[src/rtl/ram_pkg.sv]
// rtl/ram_pkg.sv - shared defaults, FSM encoding and port indices for the RAM arbiter
package ram_pkg;

  localparam int ADDR_DEF = 15;
  localparam int DATA_DEF = 8;

  localparam int PORT_CPU = 0;
  localparam int PORT_DMA = 1;

  typedef enum logic [1:0] {
    ST_IDLE   = 2'd0,
    ST_ACCESS = 2'd1,
    ST_WAIT   = 2'd2
  } state_t;

  // Round-robin choice when both ports ask: whoever was not served last.
  function automatic logic rr_winner(input logic [1:0] req_valid, input logic last);
    if (req_valid[PORT_CPU] && req_valid[PORT_DMA])
      return ~last;
    return req_valid[PORT_DMA];
  endfunction

endpackage

[src/rtl/ram_arb_pick.sv]
// rtl/ram_arb_pick.sv - combinational winner select; RAM_ARB_FIXED_PRIO_EN gives port 0 strict priority
module ram_arb_pick
  import ram_pkg::*;
(
  input  logic [1:0] req_valid,
  input  logic       last,
  output logic       any_req,
  output logic       winner
);

  always_comb begin
    any_req = |req_valid;
    winner  = 1'b0;
`ifdef RAM_ARB_FIXED_PRIO_EN
    winner  = ~req_valid[PORT_CPU];
`else
    winner  = rr_winner(req_valid, last);
`endif
  end

endmodule

[src/rtl/ram_arbiter.sv]
// rtl/ram_arbiter.sv - two-port arbiter for a single-port synchronous RAM
// Optional RAM_ARB_FIXED_PRIO_EN selects fixed priority for port 0 instead of round-robin.
module ram_arbiter
  import ram_pkg::*;
#(
  parameter int ADDR_  = ADDR_DEF,
  parameter int DATA_  = DATA_DEF,
  parameter int RD_LAT = 1
) (
  input  logic                 clk,
  input  logic                 reset_n,
  input  logic [1:0]           req_valid,
  input  logic [1:0]           req_we,
  input  logic [2*ADDR_-1:0]   req_addr,
  input  logic [2*DATA_-1:0]   req_wdata,
  output logic [1:0]           req_ready,
  output logic [1:0]           rsp_valid,
  output logic [DATA_-1:0]     rsp_rdata,
  output logic [ADDR_-1:0]     a,
  output logic [DATA_-1:0]     d,
  input  logic [DATA_-1:0]     q,
  output logic                 rd,
  output logic                 wr
);

  localparam logic [1:0] LAT_LOAD = 2'(RD_LAT - 1);

  state_t           state;
  logic             last;
  logic             owner;
  logic [1:0]       cnt;
  logic             any_req;
  logic             winner;
  logic [ADDR_-1:0] sel_addr;
  logic [DATA_-1:0] sel_wdata;
  logic             sel_we;

  ram_arb_pick u_pick (
    .req_valid (req_valid),
    .last      (last),
    .any_req   (any_req),
    .winner    (winner)
  );

  always_comb begin
    sel_addr  = winner ? req_addr[PORT_DMA*ADDR_ +: ADDR_]  : req_addr[PORT_CPU*ADDR_ +: ADDR_];
    sel_wdata = winner ? req_wdata[PORT_DMA*DATA_ +: DATA_] : req_wdata[PORT_CPU*DATA_ +: DATA_];
    sel_we    = winner ? req_we[PORT_DMA] : req_we[PORT_CPU];
  end

  always_ff @(posedge clk) begin
    if (!reset_n) begin
      state     <= ST_IDLE;
      last      <= 1'b1;
      owner     <= 1'b0;
      cnt       <= '0;
      rd        <= 1'b0;
      wr        <= 1'b0;
      a         <= '0;
      d         <= '0;
      req_ready <= '0;
      rsp_valid <= '0;
      rsp_rdata <= '0;
    end else begin
      req_ready <= '0;
      rsp_valid <= '0;
      case (state)
        ST_IDLE: begin
          if (any_req) begin
            owner             <= winner;
            last              <= winner;
            a                 <= sel_addr;
            d                 <= sel_wdata;
            wr                <= sel_we;
            rd                <= ~sel_we;
            req_ready[winner] <= 1'b1;
            state             <= ST_ACCESS;
          end else begin
            rd <= 1'b0;
            wr <= 1'b0;
          end
        end
        // The RAM samples the strobes on the edge leaving this state; a and d stay put afterwards.
        ST_ACCESS: begin
          rd <= 1'b0;
          wr <= 1'b0;
          if (wr) begin
            state <= ST_IDLE;
          end else begin
            cnt   <= LAT_LOAD;
            state <= ST_WAIT;
          end
        end
        ST_WAIT: begin
          if (cnt == 2'd0) begin
            rsp_rdata        <= q;
            rsp_valid[owner] <= 1'b1;
            state            <= ST_IDLE;
          end else begin
            cnt <= cnt - 2'd1;
          end
        end
        default: begin
          rd    <= 1'b0;
          wr    <= 1'b0;
          state <= ST_IDLE;
        end
      endcase
    end
  end

endmodule

[config.mk]
export PLATFORM = sky130hd
export DESIGN_NAME = ram_arbiter
export DESIGN_NICKNAME = d
export VERILOG_FILES = /design/src/rtl/ram_pkg.sv /design/src/rtl/ram_arb_pick.sv /design/src/rtl/ram_arbiter.sv
export SDC_FILE = /design/constraint.sdc
export NUM_CORES = 1
export LEC_CHECK = 0
export CAP_MARGIN = 15
export CORE_MARGIN = 4
export CORE_UTILIZATION = 39
export CTS_BUF_LIST = sky130_fd_sc_hd__clkbuf_16
export CTS_CLUSTER_DIAMETER = 60
export DETAILED_ROUTE_END_ITERATION = 8
export PLACE_DENSITY = 0.82
export SYNTH_ARGS = -nofsm -noshare
export SYNTH_HDL_FRONTEND = slang
export SYNTH_SLANG_ARGS = --single-unit
[constraint.sdc]
create_clock -name clk -period 1.7 [get_ports clk]
set_clock_uncertainty 0.1 [all_clocks]
set_input_delay 0.34 -clock clk [delete_from_list [all_inputs] [get_ports clk]]
set_output_delay 0.34 -clock clk [all_outputs]
set_load 0.02 [all_outputs]
==> impl_metrics.yaml, run 1 <==
drt:
  drtIter0Drc: 85
  antenna_left: 0
  wire_per_inst_um: 14.72
  post-route-drc-count: 0
  vias: 1902
  vias_per_cell: 5.183
  drt-total-wl_um: 5402
  first_pass_iters: 4
floorplanning:
  io_pins: 97
  die_h_um: 76.47
  die-area_mm2: 0.005847
  core_mm2: 0.004444
  initial_core_util: 0.4113
  die-width_um: 76.47
  rows: 24
power_and_ir_drop:
  powerDensity_mw_per_mm2: 909.7
  p_leak_nw: 1.492
  ir_drop_mv: 0.4753
global_route:
  grt_pass1_vias: 1926
  antenna_found_initial: 0
  grt_pass1_wl_um: 9039
  grt_max_degree: 26
  grt_use_total: 0.1867
  grt_overflow: 0
critical_path:
  crit_family: "buffers and inverters"
  critPathCaptureType: "output pin"
  cp.arrival_ns: 1.23
  worstSetupPathType: "reg -> out"
  crit_chain: "clkdlybuf4s50_1"
  critPathSlowestCell: "clkdlybuf4s50_1"
  slowest_delay_ns: 0.61
  cp_max_fo: 2
  crit_buf_inv: 1
  required_ns: 1.26
  start_kind: "flop"
place:
  place_area_mm2: 0.002917
  placedCellCount: 359
  numPortBuffers: 96
  dp_hpwl_um: 4120
  gp_congestion: 0.7496
  dp_slack_ns: -0.1558
layout:
  stdcell_count: 367
  nFillCells: 360
  final_area_mm2: 0.003095
  diodes: 0
  utilization: 0.6965
  fin_nets: 375
  synthToLayoutAreaGrowth_pct: 69.34
  drive_gt1_frac: 0.09524
sta:
  final_max_slew_viol_count: 0
  worstMarginPinSlew_ns: 0.3195
  max-slew-margin-rel: 0.7867
  setup_ws_ns: 0.02578
  rsz0062_at_grt: "false"
  period_needed_ns: 1.674
  finalHoldViolCount: 0
  tns_ns: 0
  max_freq_mhz: 597.3
  fin_crit_sh: 0.9848
  setup_viol: 0
clock_tree:
  clkTransAtPathRegs_ns: 0.06
  cts_buffers: 5
  clock_path_buffers: 2
  h-tree-depth: 2
  post_cts_resized: 0
  tritoncts: "done"
  holdBufCountCts: 0
  cts_sinks: 43
  post_cts_buffers: 0
  clock_latency_ns: 0.28
  root_buffer: "clkbuf_16"
synth:
  synth_common_cells: "nand2_1, dfxtp_1, a32oi_1"
  synth_top_cells_by_area: "dfxtp_1, nand2_1, a32oi_1"
  synth.most_common_cell: "nand2_1"
  synth_nets: 269
  synth_warnings: 0
  synth_seq_cells: 43
  async_flop_share: 0
  yosysSeqAreaShare: 0.4709
  synthDistinctLibCells: 31
  synth_top_cell_area_share: 0.4709
  syn_area_mm2: 0.001828
  synth_top_cell_by_area: "dfxtp_1"
  synthesis.instances: 208
  synth_top_flop_cell: "dfxtp_1"
  synth_edf_count: 0
  syn_avg_cell_area_um2: 8.788
status:
  status: "complete, no violations"
run:
  max_cap_viol_count: 0
worst_hold_path:
  hold_path_class: "reg -> reg"
==> per-layer routing <==
layer	vias up	GRT usage	routed length, um
met5	-	0	0
met4	0	0.07971	110
met3	12	0.06383	396
met2	75	0.3225	2663
met1	878	0.2078	2230
li1	937	-	-
==> per-stage QoR <==
| stage | power, mW | hold WS, ns |
|---|---|---|
| after floorplan | 1.543 | 0.3182 |
| after global placement | 1.942 | 0.3330 |
| after detailed placement | 1.960 | 0.3374 |
| after CTS | 2.850 | 0.3452 |
| after global routing | 2.950 | 0.3625 |
| final | 2.816 | 0.3452 |
==> layout make-up <==
type                    instances  area [um^2]  share of cell area
multi-input cells             143        829.5              0.2680
well taps                      52        65.06             0.02102
clock inverters                 3        11.26            0.003638
repair buffers                115         1181              0.3816
inverters                       6        22.52            0.007276
flip-flops and latches         43        860.8              0.2781
clock buffers                   5        125.1             0.04042
==> logic make-up after synthesis <==
kind of cell | share of synthesized area
compound gates | 0.1992
fa+ha+maj | 0.006844
buf+inv | 0.07666
flops | 0.4709
mux | 0.04928
simple gates | 0.1971
==> path summary, 6_finish.rpt <==
path                                     endpoint             startpoint  cells past startpoint  slack, ns
worst min register to register  a[9]$_SDFFE_PN0P_      a[9]$_SDFFE_PN0P_                      2       0.35
worst min-delay path            a[9]$_SDFFE_PN0P_      a[9]$_SDFFE_PN0P_                      2       0.35
worst max-delay path                         d[1]      d[1]$_SDFFE_PN0P_                      1       0.03
worst max register to register  d[1]$_SDFFE_PN0P_  state[1]$_SDFFE_PN0P_                      4       0.25
==> power breakdown <==
group	switching, mW	internal (mW)	total [mW]	leakage (nW)
logic	0.356	0.407	0.763	1.07
registers	0.0584	1.11	1.17	0.355
clock network	0.358	0.528	0.886	0.0701
==> layout by cell type, fill, tap and decap left out <==
master / synthesis / final
a2111oi_2: 1 / 1
clkdlybuf4s50_1: 0 / 80
nor2_1: 13 / 13
a21bo_2: 1 / 1
nor2b_2: 0 / 1
ha_1: 1 / 1
nor3_1: 3 / 3
a32oi_1: 15 / 15
mux2i_1: 9 / 9
and2b_1: 1 / 1
and3_1: 1 / 1
buf_12: 0 / 3
nand2_1: 61 / 61
dlymetal6s2s_1: 0 / 16
a32o_1: 1 / 1
clkbuf_16: 0 / 5
nand3b_1: 1 / 1
dfxtp_1: 43 / 43
clkinv_1: 0 / 2
nand3_1: 3 / 3
a21boi_4: 1 / 1
buf_4: 4 / 16
inv_1: 6 / 7
nor3b_1: 1 / 1
a311oi_1: 9 / 9
o21bai_1: 1 / 1
nand2_4: 1 / 1
o21a_1: 1 / 1
nand2b_1: 1 / 1
o21ba_2: 1 / 1
o21ai_0: 5 / 5
a21oi_1: 10 / 10
==> flip-flops by register name, indices dropped and copies added, names as in the netlist <==
signal     flops
req_ready      2
wr             1
rd             1
state          2
owner          1
cnt            2
rsp_valid      2
a             15
last           1
d              8
rsp_rdata      8
(Power assumes the default switching activity.)
==> inputs of run 2 (changes only) <==
CORE_UTILIZATION = 40   (was 39)
PLACE_DENSITY = 0.84   (was 0.82)
clock period = 2.1 ns   (was 1.7 ns; I/O delays follow)
==> impl_metrics.yaml, run 2 (synthesized netlist as in run 1, its figures left out) <==
clock_tree:
  root_buffer: "clkbuf_16"
  clock_latency_ns: 0.28
  tritoncts: "done"
  post_cts_resized: 0
  h-tree-depth: 2
  holdBufCountCts: 0
  cts_buffers: 5
  post_cts_buffers: 0
  cts_sinks: 43
  clkTransAtPathRegs_ns: 0.06
  clock_path_buffers: 2
sta:
  max-slew-margin-rel: 0.5386
  rsz0062_at_grt: "false"
  finalHoldViolCount: 0
  fin_crit_sh: 0.8901
  hold_ws_ns: 0.3476
  setup_viol: 0
  final_max_slew_viol_count: 0
  worstMarginPinSlew_ns: 0.6914
  tns_ns: 0
  period_needed_ns: 1.869
  max_freq_mhz: 535.0
global_route:
  grt_max_degree: 26
  grt_pass1_vias: 1740
  grt_pass1_wl_um: 7769
  antenna_found_initial: 0
  grt_use_total: 0.1774
  grt_overflow: 0
floorplanning:
  initial_core_util: 0.4170
  die-area_mm2: 0.005715
  rows: 24
  die-width_um: 75.60
  core_mm2: 0.004384
  die_h_um: 75.60
  io_pins: 97
critical_path:
  worstSetupPathType: "reg -> out"
  crit_buf_inv: 1
  cp_max_fo: 5
  r2r-start: "cnt[0]$_SDFFE_PN0P_"
  start_kind: "flop"
  cp.arrival_ns: 1.35
  worstSetupStartpoint: "wr$_SDFFE_PN0N_"
  crit_chain: "clkdlybuf4s50_1"
  critPathCaptureType: "output pin"
  critPathSlowestCell: "clkdlybuf4s50_1"
  required_ns: 1.58
  slowest_delay_ns: 0.65
  crit_family: "buffers and inverters"
run:
  max_cap_viol_count: 0
power_and_ir_drop:
  finalPower_mw: 2.384
  ir_drop_mv: 0.6893
  p_leak_nw: 1.191
  powerDensity_mw_per_mm2: 801.9
worst_hold_path:
  holdCritStartpoint: "a[10]$_SDFFE_PN0P_"
  hold_path_class: "reg -> reg"
layout:
  fin_nets: 362
  final_common_cell: "clkdlybuf4s50_1"
  layout_common_cells: "clkdlybuf4s50_1, nand2_1, dfxtp_1"
  largest_register_ffs: 15
  top_register: "a"
  drive_gt1_frac: 0.06291
  reg_top3: "a (15), d (8), rsp_rdata (8)"
  synthToLayoutAreaGrowth_pct: 62.63
  diodes: 0
drt:
  antenna_left: 0
  wire_per_inst_um: 15.00
  vias_per_cell: 5.198
  drt-total-wl_um: 5310
  drtIter0Drc: 92
  post-route-drc-count: 0
  vias: 1840
  first_pass_iters: 4
place:
  gp_congestion: 0.8025
  numPortBuffers: 96
  dp_hpwl_um: 3879
status:
  status: "complete, no violations"
[run 2: cell types whose count changed in the layout (fill, tap and decap cells not counted), sizes merged]
cell and delta:
dlymetal6s2s -16, bufinv +1, clkdlybuf4s50 +16, buf -13
inv -1
[run 2: layer usage]
layer  GRT usage  vias up  share of wire
met5           0        -              0
met4     0.05825        0         0.0096
met3     0.04881        5          0.098
met2      0.3269       69           0.50
met1      0.1951      856           0.39
li1            -      910              -
[run 2: final timing paths]
check                              end  slack (ns)  cells after the start
max                                 wr        0.23                      1
max reg2reg  rsp_rdata[3]$_SDFFE_PN0P_        0.43                      5
min                 a[10]$_SDFFE_PN0P_        0.35                      2
min reg2reg         a[10]$_SDFFE_PN0P_        0.35                      2
[run 2: cell type report]
class | instances | area, um^2
Timing Repair Buffer | 102 | 1031
Fill cell | 370 | 1411
Inverter | 6 | 22.52
Clock buffer | 5 | 125.1
Sequential cell | 43 | 860.8
Clock inverter | 3 | 38.79
Multi-Input combinational cell | 143 | 829.5
Tap cell | 52 | 65.06
[run 2: metrics by stage]
step	std cells	cell area, um^2	setup WS, ns	utilization
after floorplan	208	1828	0.7925	-
after global placement	346	2809	0.1787	0.6407
after detailed placement	346	2809	0.1507	0.6407
after CTS	354	2973	0.2243	0.6781
after global routing	354	2973	0.1917	0.6781
final	354	2973	0.2307	0.6781
[run 2: power by group]
part / switching (mW) / total, mW / internal [mW] / leakage, nW
Sequential: 0.0514 / 0.949 / 0.897 / 0.355
Clock: 0.292 / 0.845 / 0.554 / 0.0812
Combinational: 0.279 / 0.590 / 0.310 / 0.755
[run 2: worst min-delay path: cells and delay by family (launching register included)]
family,cells,cell delay (ns)
simple gates,1,0.05
compound gates,1,0.04
flops,1,0.31
